**config.mk**
```make
export PLATFORM = sky130hd
export DESIGN_NAME = csr_bank
export DESIGN_NICKNAME = d
export VERILOG_FILES = /design/src/rtl/csr_bank.sv
export SDC_FILE = /design/constraint.sdc
export NUM_CORES = 1
export LEC_CHECK = 0
export CAP_MARGIN = 20
export CORE_AREA = 2 2 107 109
export CTS_BUF_LIST = sky130_fd_sc_hd__clkbuf_8 sky130_fd_sc_hd__clkbuf_16
export CTS_CLUSTER_SIZE = 24
export DETAILED_ROUTE_END_ITERATION = 7
export DIE_AREA = 0 0 109 111
export PLACE_DENSITY = 0.64
export SLEW_MARGIN = 20
export SYNTH_ARGS = -nofsm -noshare
export SYNTH_HDL_FRONTEND = slang
export SYNTH_SLANG_ARGS = --single-unit
```
**constraint.sdc**
```tcl
create_clock -name clk -period 2.2 [get_ports clk]
set_clock_uncertainty 0.1 [all_clocks]
set_input_delay 0.44 -clock clk [delete_from_list [all_inputs] [get_ports clk]]
set_output_delay 0.44 -clock clk [all_outputs]
set_load 0.05 [all_outputs]
```
**src/rtl/csr_bank.sv**
```systemverilog
// Control/status register bank: ID/version, system control, scratch, data-plane
// status/counters, LED and synchronized switches. Define CSR_IRQ_EN to add IRQ_PEND/IRQ_MASK and irq.
module csr_bank #(
  parameter int unsigned DW        = 8,
  parameter int unsigned N_SCRATCH = 2,
  parameter logic [7:0]  DEVICE_ID = 8'hA7,
  parameter logic [15:0] VERSION   = 16'h0200
) (
  input  logic          clk,
  input  logic          rst,
  input  logic [7:0]    reg_addr,
  input  logic [DW-1:0] reg_wdata,
  input  logic          reg_wr,
  input  logic          reg_rd,
  output logic [DW-1:0] reg_rdata,
  output logic          reg_rvalid,
  output logic [DW-1:0] led_out,
  input  logic [DW-1:0] sw_in,
  input  logic          spi_active,
  input  logic          spi_rx_valid,
  input  logic [7:0]    spi_rx_byte,
  input  logic          spi_err,
  output logic          irq
);

  localparam logic [7:0] A_ID          = 8'h00;
  localparam logic [7:0] A_VER_MAJ     = 8'h01;
  localparam logic [7:0] A_VER_MIN     = 8'h02;
  localparam logic [7:0] A_SYS_STATUS  = 8'h03;
  localparam logic [7:0] A_SYS_CTRL    = 8'h04;
  localparam logic [7:0] A_SCRATCH     = 8'h05;
  localparam logic [7:0] A_DATA_STATUS = 8'h13;
  localparam logic [7:0] A_DATA_ERR    = 8'h14;
  localparam logic [7:0] A_RX_LAST     = 8'h16;
  localparam logic [7:0] A_RX_COUNT    = 8'h17;
  localparam logic [7:0] A_LED         = 8'h20;
  localparam logic [7:0] A_SW_IN       = 8'h22;
`ifdef CSR_IRQ_EN
  localparam logic [7:0] A_IRQ_PEND    = 8'h18;
  localparam logic [7:0] A_IRQ_MASK    = 8'h19;
`endif

  function automatic logic [DW-1:0] zext8(input logic [7:0] v);
    return DW'(v);
  endfunction

  logic [DW-1:0] sys_ctrl;
  logic [DW-1:0] scratch [N_SCRATCH];
  logic [DW-1:0] led_reg;
  logic          error_flag;
  logic [DW-1:0] data_err;
  logic [7:0]    rx_last;
  logic [7:0]    rx_count;
  logic [DW-1:0] sw_meta;
  logic [DW-1:0] sw_sync;
  logic [DW-1:0] rd_mux;
  logic [7:0]    sys_status;
  logic          err_rd_clr;

  assign led_out    = led_reg;
  assign sys_status = {1'b1, spi_active, error_flag, irq, 4'b0000};
  assign err_rd_clr = reg_rd && (reg_addr == A_DATA_ERR);

`ifdef CSR_IRQ_EN
  logic [3:0]    irq_pend;
  logic [DW-1:0] irq_mask;
  logic [DW-1:0] sw_prev;
  logic          act_prev;
  logic [3:0]    irq_events;
  logic [3:0]    irq_w1c;

  assign irq_events = {spi_active & ~act_prev, sw_sync != sw_prev, spi_rx_valid, spi_err};
  assign irq_w1c    = (reg_wr && reg_addr == A_IRQ_PEND) ? reg_wdata[3:0] : 4'b0000;

  // Events are OR-ed in after the W1C mask so a coincident event keeps its bit set.
  always_ff @(posedge clk) begin
    if (rst) begin
      irq_pend <= '0;
      irq_mask <= '0;
      sw_prev  <= '0;
      act_prev <= 1'b0;
      irq      <= 1'b0;
    end else begin
      irq_pend <= (irq_pend & ~irq_w1c) | irq_events;
      if (reg_wr && reg_addr == A_IRQ_MASK) irq_mask <= reg_wdata;
      sw_prev  <= sw_sync;
      act_prev <= spi_active;
      irq      <= |(irq_pend & irq_mask[3:0]);
    end
  end
`else
  assign irq = 1'b0;
`endif

  // NOTE: default assignment first so every path through the decoder drives rd_mux (no latch).
  always_comb begin
    rd_mux = '0;
    case (reg_addr)
      A_ID:          rd_mux = zext8(DEVICE_ID);
      A_VER_MAJ:     rd_mux = zext8(VERSION[15:8]);
      A_VER_MIN:     rd_mux = zext8(VERSION[7:0]);
      A_SYS_STATUS:  rd_mux = zext8(sys_status);
      A_SYS_CTRL:    rd_mux = sys_ctrl;
      A_DATA_STATUS: rd_mux = zext8({spi_active, 7'b0});
      A_DATA_ERR:    rd_mux = data_err;
      A_RX_LAST:     rd_mux = zext8(rx_last);
      A_RX_COUNT:    rd_mux = zext8(rx_count);
`ifdef CSR_IRQ_EN
      A_IRQ_PEND:    rd_mux = DW'(irq_pend);
      A_IRQ_MASK:    rd_mux = irq_mask;
`endif
      A_LED:         rd_mux = led_reg;
      A_SW_IN:       rd_mux = sw_sync;
      default:       rd_mux = '0;
    endcase
    for (int i = 0; i < int'(N_SCRATCH); i++) begin
      if (reg_addr == 8'(int'(A_SCRATCH) + i)) rd_mux = scratch[i];
    end
  end

  // NOTE: sequential state uses non-blocking assignments so every register sees pre-edge values,
  // which is also what makes a same-cycle read return the pre-write contents.
  always_ff @(posedge clk) begin
    if (rst) begin
      reg_rdata  <= '0;
      reg_rvalid <= 1'b0;
      sys_ctrl   <= '0;
      led_reg    <= '0;
      error_flag <= 1'b0;
      data_err   <= '0;
      rx_last    <= '0;
      rx_count   <= '0;
      sw_meta    <= '0;
      sw_sync    <= '0;
      // NOTE: scratch is a handful of flops, not a RAM macro, so it is reset like any other register.
      for (int i = 0; i < int'(N_SCRATCH); i++) scratch[i] <= '0;
    end else begin
      reg_rvalid <= reg_rd;
      if (reg_rd) reg_rdata <= rd_mux;

      if (reg_wr) begin
        if (reg_addr == A_SYS_CTRL) sys_ctrl <= reg_wdata;
        if (reg_addr == A_LED)      led_reg  <= reg_wdata;
        for (int i = 0; i < int'(N_SCRATCH); i++) begin
          if (reg_addr == 8'(int'(A_SCRATCH) + i)) scratch[i] <= reg_wdata;
        end
      end

      if (spi_err)
        error_flag <= 1'b1;
      else if (reg_wr && reg_addr == A_SYS_STATUS && reg_wdata[5])
        error_flag <= 1'b0;

      // Read-to-clear restarts from the coincident pulse, if any.
      if (err_rd_clr)
        data_err <= spi_err ? DW'(1) : '0;
      else if (spi_err && data_err != '1)
        data_err <= data_err + DW'(1);

      if (spi_rx_valid) begin
        rx_last  <= spi_rx_byte;
        rx_count <= rx_count + 8'd1;
      end

      sw_meta <= sw_in;
      sw_sync <= sw_meta;
    end
  end

endmodule

```
==> key figures, run 1 <==
Synth
  – Mapped Avg Cell Area: roughly 10 sq um
  – Syn Inst Count: 379
  – Yosys top cell by area: dfxtp_1
  – Number of synthesized register bits: slightly above 80
  – Cell Area, Synth: around 3800 sq um
  – Predominant post-synthesis flop cell: dfxtp_1
  – EDFF count, synth: 16
  – Post-synth ARST share: 0%
  – Unique masters post-synth: 64
  – Share of Yosys cell area claimed by the top area cell type: about a third
  – Post-Syn Nets: between 400 and 500
  – Register area share after synthesis: 47.8%
  – Yosys warns: 0
  – Synth area leaders: dfxtp_1 (35%), edfxtp_1 (13%), mux2i_1 (9.6%), nor2_1 (5.2%), nor2b_1 (3.3%)

Run
  – Maxcap violations: 0

Timing
  – Final hold slack: roughly 0.33 ns
  – Worst slew margin: 65.5%
  – Fin. max-slew vios: 0
  – Final setup vio count: 0
  – Max Freq: between 0.4 and 0.5 GHz
  – Unrepaired setup endpoints after global routing: no
  – Final period util: between 90% and 100%
  – Worst Max-Slew Pin Slew: 0.516 ns
  – Clock period minus worst slack: roughly 2.1 ns
  – Hold Vio Cnt, Final: 0

Clocking
  – Clock latency on the worst-skew pair: 0.34 ns
  – CTS tree: yes
  – TritonCTS Buffers: 9
  – H-Tree Depth: 3
  – Root Driver: clkbuf_16
  – CTS sink cnt: about 80
  – CTS clk-pin slew, worst paths: ~0.060 ns
  – Clock tree buffer depth: 2

Global routing
  – Largest net degree at the start of global routing: 35
  – Gr ovfl total: 0
  – Initial antenna violation count: 0
  – Vias in the first global route: 3145
  – First-pass GRT wire length: 16700 um
  – Global Route Usage Sum: between 10% and 20%

Setup path
  – R2r startpoint: data_err[0]
  – R2r worst-path depth: 6
  – Startpoint types: input pin
  – Largest stage delay on the critical path: roughly 0.5 ns
  – Crit path cell chain: clkdlybuf4s50_1, buf_12, nor2_1, a22oi_1, a211oi_1, a311oi_1, buf_4, o21ai_1
  – CP Max Fanout: 16
  – Worst setup EP type: flip-flop
  – WS Path Type: input pin to flip-flop
  – Cell family with most CP delay: buffers and inverters
  – Setup crit start: reg_addr[1]
  – WP buf/inv: 3
  – Cell depth of the worst setup path: 8
  – Critical Path RT: about 2.3 ns
  – Worst Path Arrival: 2.22 ns
  – CP max stage cell: clkdlybuf4s50_1

Floorplanning
  – Cell row count: 39
  – Number of top-level pins: between 50 and 60
  – Die ar.: 12100 sq um
  – Chip Height: ~110 um
  – Die Wd: approximately 110 um
  – Core area: 11100 sq um
  – Initial Util: roughly a third

Finish
  – Commonest non-fill, non-tap cell in the layout: dfxtp_1
  – Share of cells above drive strength 1: 18.7%
  – Ant. Diodes: 0
  – P&R area growth vs syn: 38.0%
  – Commonest cells after routing, fill and taps aside: dfxtp_1 (66), clkdlybuf4s50_1 (53), nor2_1 (52), buf_4 (52), mux2i_1 (36)
  – Final #Nets: 522
  – Share of the core filled with cells: ~47%
  – Final Instance Area: 5210 sq um

Drt
  – Remaining DRCs: 0
  – Via count: approximately 3200
  – WL final: slightly above 10000 um
  – Drt first pass iters: 4
  – Avg Vias per Cell: roughly 5
  – Initial DRC count: roughly 180
  – Routed wire per std cell: 16.5 um
  – Antenna-violating nets left: 0

Pwr
  – Max IR drop VDD: approximately 0.4 mV
  – Pwr dens: ~700 nW/um^2
  – Leakage: 2.09 nW

Run status
  – Outcome: complete, no violations

Hold path
  – HP Class: flip-flop to flip-flop
  – WHS Path Cells: 1
  – HP Start: sw_meta[6]

Placed design
  – Post-DP HPWL: ~8000 um
  – Port buffer count: 55
  – GP Congestion: 0.982
  – Post-Place Cell Area: 4850 sq um
==> cells in the mapped netlist (4+ instances only) <==
master	n
nand4_1	5
a22oi_1	4
dfxtp_1	66
nand2b_1	7
nand2_1	15
o21ai_0	6
edfxtp_1	16
nor3_1	6
mux2i_1	36
inv_1	10
o31ai_1	4
nand3_1	8
xnor2_1	6
a21oi_1	10
nand3_2	4
and2_1	10
nor2_1	52
xor2_1	6
and3_1	4
clkbuf_1	7
o211ai_1	4
buf_2	7
o22ai_1	5
nor2b_1	20
a32oi_1	4
==> flip-flops by register name, summed over array words and instances, names as in the netlist <==
name / count
data_err: 8
error_flag: 1
led_out: 8
reg_rdata: 8
reg_rvalid: 1
rx_count: 8
rx_last: 8
scratch: 16
sw_meta: 8
sw_sync: 8
sys_ctrl: 8
==> cell families (layout without fill, tap and decap cells) <==
logic type / Yosys count / after routing / share of synthesized area (%)
compound gates: 65 / 65 / 12.8
xor+xnor: 12 / 12 / 2.79
fa+ha+maj: 2 / 2 / 0.663
buf+inv: 29 / 136 / 3.32
flops: 82 / 82 / 47.8
mux: 38 / 38 / 10.1
other cells: 1 / 1 / 0.0994
simple gates: 150 / 150 / 22.4
==> stage by stage <==
stage / std cells / setup TNS (ns) / worst slack [ns] / power (mW)
floorplan: 379 / 0 / 0.289 / 1.80
global placement: 613 / -10.55 / -0.353 / 2.01
detailed placement: 613 / -12.05 / -0.370 / 2.01
CTS: 629 / 0 / 0.0362 / 3.68
global route: 629 / 0 / 0.00615 / 3.79
finish: 629 / 0 / 0.106 / 3.65
==> routing by layer <==
layer / global-route usage (%) / routed length [um]
met1: 25.8 / 4900
met5: 0 / 0
met2: 26.6 / 4650
met3: 3.53 / 580
met4: 8.21 / 256
==> worst paths after layout <==
check,end,slack (ns)
worst max register to register,data_err[7],0.56
worst min-delay path,sw_sync[6],0.33
worst min register to register,sw_sync[6],0.33
worst max-delay path,reg_rdata[5],0.11
==> cell type report <==
type	instances	area (sq um)
timing repair buffer	110	990
fill	1040	5870
clock inverter	5	76.3
sequential	82	1800
tap	143	179
multi-input combinational	268	1860
clock buffer	11	264
inverter	10	37.5
==> what timing repair did <==
action | 4_1_cts | 5_1_grt
endpoints found under the setup margin | 1 | 4
hold buffers | 0 | 0
pin swaps | 0 | 4
setup buffers | 0 | 0
gates resized for setup | 1 | 4
==> where the power goes <==
part | switching [mW] | total (mW) | internal (mW) | leakage (nW)
logic | 0.188 | 0.373 | 0.186 | 1.23
clock network | 0.588 | 1.67 | 1.09 | 0.168
registers | 0.0275 | 1.61 | 1.58 | 0.690
total | 0.803 | 3.65 | 2.85 | 2.09
(Power assumes the default switching activity.)
==> inputs of run 2 (changes only) <==
--- a/config.mk
+++ b/config.mk
@@ -6,11 +6,12 @@
 export NUM_CORES = 1
 export LEC_CHECK = 0
 export CAP_MARGIN = 20
-export CORE_AREA = 2 2 107 109
+export CORE_AREA = 4 4 109 111
 export CTS_BUF_LIST = sky130_fd_sc_hd__clkbuf_8 sky130_fd_sc_hd__clkbuf_16
 export CTS_CLUSTER_SIZE = 24
 export DETAILED_ROUTE_END_ITERATION = 7
-export DIE_AREA = 0 0 109 111
+export DIE_AREA = 0 0 113 115
+export HOLD_SLACK_MARGIN = 0.08
 export PLACE_DENSITY = 0.64
 export SLEW_MARGIN = 20
 export SYNTH_ARGS = -nofsm -noshare
==> key figures, run 2 (synthesis gave the netlist of run 1 again) <==
Drt
  – Remaining DRCs: 0
  – Drt first pass iters: 5
  – Avg Vias per Cell: around 5.0
  – Antenna-violating nets left: 0
  – WL final: about 9900 um
  – Initial DRC count: 204
  – Via count: about 3100
  – Routed wire per std cell: 15.9 um

Finish
  – Ant. Diodes: 0
  – Share of cells above drive strength 1: about a fifth
  – Storage element area: approximately 1800 sq um
  – Largest register FFs: 16
  – Non-Filler Instances: 625
  – P&R area growth vs syn: 34.3%
  – Final Instance Area: between 5000 and 6000 sq um
  – Number of fill cells: around 1000
  – Register bank with the most flops: scratch
  – Final #Nets: 521
  – Footprint of the multi-input gates: approximately 1900 sq um
  – Commonest cells after routing, fill and taps aside: dfxtp_1 (66), clkdlybuf4s50_1 (54), nor2_1 (52)
  – Commonest non-fill, non-tap cell in the layout: dfxtp_1

Pwr
  – Pwr dens: slightly above 600 nW/um^2
  – Switch share: a little under a quarter
  – Leakage: approximately 2.0 nW
  – Clk pwr share: between 30 and 40%
  – Max IR drop VDD: around 0.35 mV
  – Pint: 2.35 mW
  – Comb power frac: between 10% and 20%
  – Sequential power share: roughly half
  – Net load switching power: ~0.74 mW

Run status
  – Outcome: complete, no violations

Setup path
  – Setup crit start: reg_addr[2]
  – Worst setup EP type: flip-flop
  – CP max stage cell: clkdlybuf4s50_1
  – Critical Path RT: around 2.4 ns
  – Crit path cell chain: clkdlybuf4s50_1, nand2b_1, or4_4, buf_12, a211oi_1, a311oi_1, buf_4, o21ai_1
  – CP Max Fanout: 4
  – WS Path Type: input pin to flip-flop
  – Largest stage delay on the critical path: between 0.5 and 0.6 ns
  – Worst Path Arrival: roughly 2.3 ns
  – Startpoint types: input pin
  – R2r startpoint: data_err[3]
  – WP buf/inv: 3
  – Cell family with most CP delay: buffers and inverters

Placed design
  – Post-DP HPWL: slightly below 8000 um
  – GP Congestion: 0.906
  – Port buffer count: 55
  – Post-Place Cell Area: about 4800 sq um
  – Inst Count DP: between 600 and 700

Clocking
  – CTS clk-pin slew, worst paths: 0.08 ns
  – Clock tree buffer depth: 2
  – TritonCTS Buffers: 9
  – Clock latency on the worst-skew pair: between 0.3 and 0.4 ns
  – CTS tree: yes
  – CTS sink cnt: slightly above 80
  – Root Driver: clkbuf_8
  – Hold-fix buffers at CTS: 0
  – H-Tree Depth: 3

Timing
  – Final period util: 97.8%
  – Fin. max-slew vios: 0
  – Final hold slack: roughly 0.34 ns
  – Max Freq: 0.465 GHz
  – Clock period minus worst slack: 2.15 ns
  – Unrepaired setup endpoints after global routing: no
  – Hold Vio Cnt, Final: 0
  – Worst slew margin: about 65%
  – Final setup vio count: 0
  – Worst Max-Slew Pin Slew: just over 0.5 ns

Global routing
  – Largest net degree at the start of global routing: 31
  – First-pass GRT wire length: roughly 16000 um
  – Initial antenna violation count: 0
  – Global Route Usage Sum: between 10% and 20%
  – Gr ovfl total: 0
  – Vias in the first global route: a little over 3000

Floorplanning
  – Cell row count: 38
  – Core area: 10800 sq um
  – Initial Util: a little over a third
  – Die Wd: roughly 110 um
  – Die ar.: 13000 sq um
  – Chip Height: roughly 120 um
  – Number of top-level pins: 57

Hold path
  – HP Start: sw_meta[1]
  – HP Class: flip-flop to flip-flop

Run
  – Maxcap violations: 0
run 2: final timing paths:
check / to / slack (ns) / depth (start not counted)
setup / recovery: reg_rdata[5] / 0.05 / 8
hold / removal: sw_sync[1] / 0.34 / 1
setup reg to reg: data_err[5] / 0.52 / 5
hold reg to reg: sw_sync[1] / 0.34 / 1
run 2: repair_timing:
action,CTS,global route
hold endpoints to repair,0,0
buffers inserted,0,0
resized for setup,0,1
endpoints found under the setup margin,0,11
run 2: metal layers:
metal  routed length (um)  track usage [%]
met3                  539             3.53
met1                 4740             21.3
met2                 4440             23.7
met5                    0                0
met4                  196             5.37
run 2: cell type report:
type / count / area share [%]
clock inverters: 5 / 1.19
repair buffers: 109 / 19.5
well taps: 140 / 3.46
multi-input cells: 268 / 36.6
flip-flops and latches: 82 / 35.6
clock buffers: 11 / 2.99
inverters: 10 / 0.741
run 2: stage by stage:
step	TNS [ns]	util [%]	power, mW	setup WS, ns
finish	0	47.0	3.09	0.0480
floorplan	0	-	1.80	0.289
global route	0	47.0	3.21	0.0126
detailed placement	-13.26	44.9	2.00	-0.285
global placement	-11.94	44.9	2.00	-0.290
CTS	0	46.9	3.12	0.0834
run 2: power by group through the flow:
stage                     clock [mW]  combinational [mW]  sequential, mW
after global routing            1.20               0.396            1.61
after global placement             0               0.362            1.64
after floorplan                    0               0.164            1.64
final                           1.12               0.367            1.60
after detailed placement           0               0.364            1.64
after CTS                       1.15               0.366            1.60
run 2: worst reg2reg max path: cells and delay by family (launching register included):
family                    cells  cell delay (ns)
AOI/OAI and AO/OA             1             0.43
xor gates and xnor gates      1             0.18
DFF                           1             0.44
and+or+nand+nor               3             0.42
